`config.mk`:
```
export PLATFORM = sky130hd
export DESIGN_NAME = sys_pio_out
export DESIGN_NICKNAME = d
export VERILOG_FILES = /design/src/rtl/sys_pio_out_pkg.sv /design/src/rtl/sys_pio_pulse_timer.sv /design/src/rtl/sys_pio_out.sv
export SDC_FILE = /design/constraint.sdc
export NUM_CORES = 1
export LEC_CHECK = 0
export ABC_AREA = 1
export BUFFER_PORTS_ARGS = -buffer_cell sky130_fd_sc_hd__buf_2
export CAP_MARGIN = 20
export CORE_UTILIZATION = 60
export CTS_BUF_LIST = sky130_fd_sc_hd__clkbuf_4
export DETAILED_ROUTE_END_ITERATION = 16
export GPL_TIMING_DRIVEN = 0
export PLACE_DENSITY = 0.84
export SYNTH_ARGS = -nofsm -noshare
export SYNTH_HDL_FRONTEND = slang
export SYNTH_SLANG_ARGS = --single-unit
```
`constraint.sdc`:
```
create_clock -name clk -period 2.4 [get_ports clk]
set_input_delay 0.12 -clock clk [delete_from_list [all_inputs] [get_ports clk]]
set_output_delay 0.12 -clock clk [all_outputs]
set_load 0.1 [all_outputs]
```
`src/rtl/sys_pio_out_pkg.sv`:
```
// Shared definitions for the output PIO: register map, STATUS bit
// positions and the pulse-timer state encoding.
package sys_pio_out_pkg;

  // Word addresses of the register map
  localparam logic [2:0] ADDR_DATA      = 3'd0;
  localparam logic [2:0] ADDR_STATUS    = 3'd1;
  localparam logic [2:0] ADDR_IRQ_MASK  = 3'd2;
  localparam logic [2:0] ADDR_PULSE_LEN = 3'd3;
  localparam logic [2:0] ADDR_OUTSET    = 3'd4;
  localparam logic [2:0] ADDR_OUTCLEAR  = 3'd5;
  localparam logic [2:0] ADDR_PULSE     = 3'd6;
  localparam logic [2:0] ADDR_RSVD      = 3'd7;

  // STATUS register bit positions
  localparam int STATUS_BUSY_BIT = 0;
  localparam int STATUS_DONE_BIT = 1;

  // Pulse timer states
  typedef enum logic {
    ST_IDLE   = 1'b0,
    ST_ACTIVE = 1'b1
  } pulse_state_e;

endpackage

```
`src/rtl/sys_pio_pulse_timer.sv`:
```
// One-shot pulse timer. A start loads the counter with the programmed
// length (0 is treated as 1) and the timer runs until the counter has
// been seen at 1, at which point expire is strobed for one cycle and the
// timer returns to idle. A start while running reloads the counter and
// suppresses that cycle's expiry, so a retrigger never reports done.
module sys_pio_pulse_timer
  import sys_pio_out_pkg::*;
#(
  parameter int CNT_W = 16
) (
  input  logic             clk,
  input  logic             reset,
  input  logic             start,
  input  logic [CNT_W-1:0] len,
  output logic             busy,
  output logic             expire,
  output pulse_state_e     state_o
);

  pulse_state_e     state_q, state_d;
  logic [CNT_W-1:0] count_q, count_d;
  logic [CNT_W-1:0] load_val;

  // Length actually loaded: a zero length still produces a one-clock pulse
  always_comb begin
    load_val = len;
    if (len == '0) begin
      load_val = CNT_W'(1);
    end
  end

  // Next-state and counter logic; expire is a strobe for the expiry edge
  always_comb begin
    state_d = state_q;
    count_d = count_q;
    expire  = 1'b0;
    case (state_q)
      ST_IDLE: begin
        if (start) begin
          count_d = load_val;
          state_d = ST_ACTIVE;
        end
      end
      ST_ACTIVE: begin
        if (start) begin
          count_d = load_val;
        end else if (count_q == CNT_W'(1)) begin
          expire  = 1'b1;
          count_d = '0;
          state_d = ST_IDLE;
        end else begin
          count_d = count_q - CNT_W'(1);
        end
      end
      default: begin
        count_d = '0;
        state_d = ST_IDLE;
      end
    endcase
  end

  // State and counter registers
  always_ff @(posedge clk) begin
    if (reset) begin
      state_q <= ST_IDLE;
      count_q <= '0;
    end else begin
      state_q <= state_d;
      count_q <= count_d;
    end
  end

  assign busy    = (state_q == ST_ACTIVE);
  assign state_o = state_q;

endmodule

```
`src/rtl/sys_pio_out.sv`:
```
// Avalon-MM output PIO. out_port is driven straight from the data
// register, which the CPU can write whole, set/clear bitwise, or pulse
// for a programmed number of clocks. Pulse completion sets a sticky done
// flag that raises irq when unmasked.
//
// Bus handshake: there is no waitrequest; a write is accepted on every
// edge where chipselect is high and write_n is low, and readdata is
// re-registered every cycle from the addressed register, so a read
// issued on one edge is valid after the next edge.
module sys_pio_out
  import sys_pio_out_pkg::*;
#(
  parameter int                DATA_W      = 32,
  parameter int                CNT_W       = 16,
  parameter logic [DATA_W-1:0] RESET_VALUE = '0
) (
  input  logic              clk,
  input  logic              reset,
  input  logic [2:0]        address,
  input  logic              chipselect,
  input  logic              write_n,
  input  logic [31:0]       writedata,
  output logic [31:0]       readdata,
  output logic [DATA_W-1:0] out_port,
  output logic              irq
);

  logic              wr_en;
  logic [DATA_W-1:0] wr_bits;
  logic              pulse_wr;

  logic [DATA_W-1:0] out_q, out_d;
  logic [DATA_W-1:0] pulse_bits_q, pulse_bits_d;
  logic              done_q, done_d;
  logic              mask_q, mask_d;
  logic [CNT_W-1:0]  len_q, len_d;
  logic [31:0]       readdata_q, readdata_d;

  logic              tmr_busy;
  logic              tmr_expire;
  pulse_state_e      tmr_state;

  // Bus decode
  always_comb begin
    wr_en    = chipselect & ~write_n;
    wr_bits  = writedata[DATA_W-1:0];
    pulse_wr = wr_en && (address == ADDR_PULSE);
  end

  sys_pio_pulse_timer #(
    .CNT_W (CNT_W)
  ) u_timer (
    .clk     (clk),
    .reset   (reset),
    .start   (pulse_wr),
    .len     (len_q),
    .busy    (tmr_busy),
    .expire  (tmr_expire),
    .state_o (tmr_state)
  );

  // Register updates: the expiry clear lands first, then the bus write,
  // and finally the done set so it beats a same-edge STATUS clear
  always_comb begin
    out_d        = out_q;
    pulse_bits_d = pulse_bits_q;
    done_d       = done_q;
    mask_d       = mask_q;
    len_d        = len_q;

    if (tmr_expire) begin
      out_d        = out_d & ~pulse_bits_q;
      pulse_bits_d = '0;
    end

    if (wr_en) begin
      case (address)
        ADDR_DATA:      out_d = wr_bits;
        ADDR_STATUS: begin
          if (writedata[STATUS_DONE_BIT]) begin
            done_d = 1'b0;
          end
        end
        ADDR_IRQ_MASK:  mask_d = writedata[0];
        ADDR_PULSE_LEN: len_d  = writedata[CNT_W-1:0];
        ADDR_OUTSET:    out_d  = out_d | wr_bits;
        ADDR_OUTCLEAR:  out_d  = out_d & ~wr_bits;
        ADDR_PULSE: begin
          out_d = out_d | wr_bits;
          // A fresh pulse replaces the bit set; a retrigger extends it
          if (tmr_state == ST_IDLE) begin
            pulse_bits_d = wr_bits;
          end else begin
            pulse_bits_d = pulse_bits_d | wr_bits;
          end
        end
        default: ;
      endcase
    end

    if (tmr_expire) begin
      done_d = 1'b1;
    end
  end

  // Read mux, registered every cycle irrespective of any read strobe
  always_comb begin
    readdata_d = '0;
    case (address)
      ADDR_DATA:      readdata_d[DATA_W-1:0] = out_q;
      ADDR_STATUS: begin
        readdata_d[STATUS_BUSY_BIT] = tmr_busy;
        readdata_d[STATUS_DONE_BIT] = done_q;
      end
      ADDR_IRQ_MASK:  readdata_d[0] = mask_q;
      ADDR_PULSE_LEN: readdata_d[CNT_W-1:0] = len_q;
      ADDR_PULSE:     readdata_d[DATA_W-1:0] = pulse_bits_q;
      ADDR_OUTSET, ADDR_OUTCLEAR, ADDR_RSVD: readdata_d = '0;
      default:        readdata_d = '0;
    endcase
  end

  // Architectural registers
  always_ff @(posedge clk) begin
    if (reset) begin
      out_q        <= RESET_VALUE;
      pulse_bits_q <= '0;
      done_q       <= 1'b0;
      mask_q       <= 1'b0;
      len_q        <= CNT_W'(1);
      readdata_q   <= '0;
    end else begin
      out_q        <= out_d;
      pulse_bits_q <= pulse_bits_d;
      done_q       <= done_d;
      mask_q       <= mask_d;
      len_q        <= len_d;
      readdata_q   <= readdata_d;
    end
  end

  assign out_port = out_q;
  assign readdata = readdata_q;
  assign irq      = done_q & mask_q;

endmodule
```
==> key figures <==
Critical path
  – Count of buffer and inverter cells on the critical path: 1
  – Worst Path Required: 2.82 ns
  – Critical Path AT: 2.22 ns
  – Critical path cell sequence: nor2_2 -> nand2_1 -> nor2_1 -> nand2_1 -> nor2_4 -> buf_6 -> nand2_1 -> nand2_1 -> a21oi_1
  – Slowest stage cell, crit path: dfxtp_1
  – CP peak stage delay: 0.38 ns
  – Crit path max-delay family: simple AND/OR/NAND/NOR gates
  – Top cell by count, worst path: nand2_1
  – Kind of end point of the critical path: register
  – Critical Path Stages: 9
  – Startpoint Class: register
  – Crit-path max FO: 10
  – Setup CP Type: register to register
  – Reg2Reg Depth: 9

Timing
  – Final WS setup: 0.601 ns
  – Tmin final: 1.80 ns
  – Period utilization: 75.0%
  – Fin. Hold Viols: 0
  – Max Slew Vio Count: 0
  – Slew margin rel.: 54.0%
  – FMAX: 556 MHz
  – Final setup vio count: 0
  – Fin Setup TNS: 0 ns
  – RSZ-0062 raised after global routing: no
  – Worst Skew: 0.0178 ns
  – Tightest Pin Transition: 0.689 ns

Floorplanning
  – Die extent in x: 103 um
  – # IOs: 104
  – Die height: 103 um
  – Core ar.: 9860 sq um
  – Initial Util: 62.3%
  – Die ar.: 10700 sq um
  – Row count: 36

Logic synthesis
  – Synth top area cells: dfxtp_1 43%, nand2_1 13%, inv_1 8.3%
  – Simple-gate share of the synthesized area: 25.5%
  – Post-synthesis xor/xnor area fraction: 0.855%
  – Post-synthesis adder-cell area fraction: 0.407%
  – Mapped Avg Cell Area: 6.77 sq um
  – Yosys top cell by area: dfxtp_1
  – Warnings, synthesis: 0
  – Complex-gate fraction of the synthesized area: 18.1%
  – Post-synthesis mux area share: 0%
  – Largest family of logic cells by synthesized area: simple AND/OR/NAND/NOR gates
  – Cells after Synth: 908
  – Synthesized area: 6150 sq um
  – Yosys top cell area share: 42.7%
  – Flops & latches, synth: 131
  – Sequential share of the synthesized area: 42.7%
  – Unique masters post-synth: 31
  – Syn nets: 949

Global routing
  – Initial antenna violation count: 0
  – Largest net degree at the start of global routing: 17
  – Vias in the first global route: 6178
  – Grt ovf: 0
  – First-pass GRT wire length: 28.6 mm
  – GR Util All Layers: 35.1%

Route
  – First DRT Iteration DRCs: 566
  – Routed Antenna Nets: 0
  – Routed vias: 6546
  – Via density: 5.41
  – 1st-pass router iterations: 6
  – DRC viols: 0
  – Wire per inst: 14.6 um
  – Total wire length: 17.7 mm

Place
  – Dpl cell area: 6830 sq um
  – HPWL Detailed: 12.0 mm
  – I/O Buffers: 102
  – RD Place Congestion: 0.953
  – Pre-CTS setup slack: 0.692 ns

Finish
  – Multi-input gate area: 2760 sq um
  – Commonest non-fill, non-tap cell in the layout: nand2_1
  – Fillers: 788
  – Nets: 1106
  – N_diodes: 0
  – Layout cells sized above 1: 16.7%
  – Most frequent cells in the layout: 209 x nand2_1, 136 x inv_1, 131 x dfxtp_1
  – Design Area, Final: 7460 sq um
  – Area Overhead vs Synth: 21.3%
  – Storage element area: 2620 sq um

Worst hold path
  – Hold WC Path Type: input port to register
  – WHS Path Cells: 5

Power and ir drop
  – Int Pwr: 3010 uW
  – Leak: 0.00350 uW
  – Peak VDD IR: 357 uV
  – Combinational share of power: 14.5%
  – Pwr Density: 581 nW/um^2
  – Sw Share: 30.4%
  – Register share of total power: 51.7%
  – Psw: 1320 uW
  – Total power: 4330 uW
  – Clock share of power: 33.8%

Clock network
  – Post_cts resized: 0
  – Clk buf depth: 2
  – CTS tree: yes
  – CTS clk-pin slew, worst paths: 0.12 ns
  – Skew-Pair Late Insertion Delay: 0.54 ns
  – Root Buffer: clkbuf_4
  – Hold buffer count at CTS: 36
  – Post-CTS setup buffers: 0
  – TritonCTS buffer count: 17
  – Sink Count: 131
  – CTS H-tree lvls: 4

Flow run
  – Max Cap Viol: 0

Status
  – Status: completed
[layer usage]
metal	global-route usage, %	vias to the layer above	share of wire (%)
li1	-	3206	-
met1	42.3	2911	41
met2	57.7	358	46
met3	8.00	71	9.0
met4	20.4	0	4.2
met5	0	-	0
[metrics by stage]
step	cells	hold slack, ns	util (%)
after CTS	1211	0.0943	75.6
after global placement	1143	0.397	69.2
after global routing	1211	0.123	75.6
after floorplan	908	0.250	-
after detailed placement	1143	0.403	69.2
final	1211	0.119	75.6
[state kept, by name, summed over array words and instances, names as in the netlist]
| signal | count |
|---|---|
| done_q | 1 |
| len_q | 16 |
| mask_q | 1 |
| out_port | 32 |
| pulse_bits_q | 32 |
| readdata | 32 |
| u_timer.busy | 1 |
| u_timer.count_q | 16 |
[worst register-to-register path: stages (launching register included)]
cell and delay, ns:
dfxtp_1 0.38, nor2_2 0.17, nand2_1 0.09, nor2_1 0.20, nand2_1 0.19, nor2_4 0.23, buf_6 0.19, nand2_1 0.08
nand2_1 0.09, a21oi_1 0.07
[cell families (layout without fill, tap and decap cells)]
family	count (synthesis)	in the layout
xor gates and xnor gates	6	6
and+or+nand+nor	384	384
adders and majority gates	2	2
DFF	131	131
buffers and inverters	185	355
AOI/OAI and AO/OA	200	200
[synth_stat cells]
library cell and number:
nor2_1 130, o21ai_0 58, buf_1 3, nand2_1 209, nand3_2 1, o221ai_1 14, o31ai_1 1, o21ai_1 2
buf_6 4, o211ai_1 1, a21oi_1 80, dfxtp_1 131, nor2_2 2, inv_2 5, nor2_4 5, nand2_2 5
nor3_1 2, nand3_1 24, buf_2 18, nor3_2 1, nand3_4 1, buf_4 4, ha_1 2, xor2_1 6
nand4_1 3, inv_4 1, inv_1 136, clkbuf_1 14, nand2_4 1, o22ai_1 43, a31oi_1 1
[power groups by stage]
stage	Sequential, uW	Clock [uW]	Combinational, uW
after floorplan	2410	0	274
after global placement	2290	0	558
after global routing	2240	1570	677
final	2240	1470	626
after detailed placement	2290	0	565
after CTS	2240	1470	614
[worst paths after layout]
path                      start           end  slack, ns
max          u_timer.count_q[6]  out_port[23]       0.60
min                  chipselect   out_port[0]       0.12
max reg2reg  u_timer.count_q[6]  out_port[23]       0.60
min reg2reg        out_port[30]  readdata[30]       0.48
[cell type report]
type                    instances  area share (%)
plain buffers                  43            3.07
clock buffers                  18            1.81
clock inverters                14            1.83
inverters                     142            7.18
well taps                     133            2.23
repair buffers                138            11.7
flip-flops and latches        131            35.2
multi-input cells             592            37.0
No activity file was read; power rests on OpenSTA's default activity.
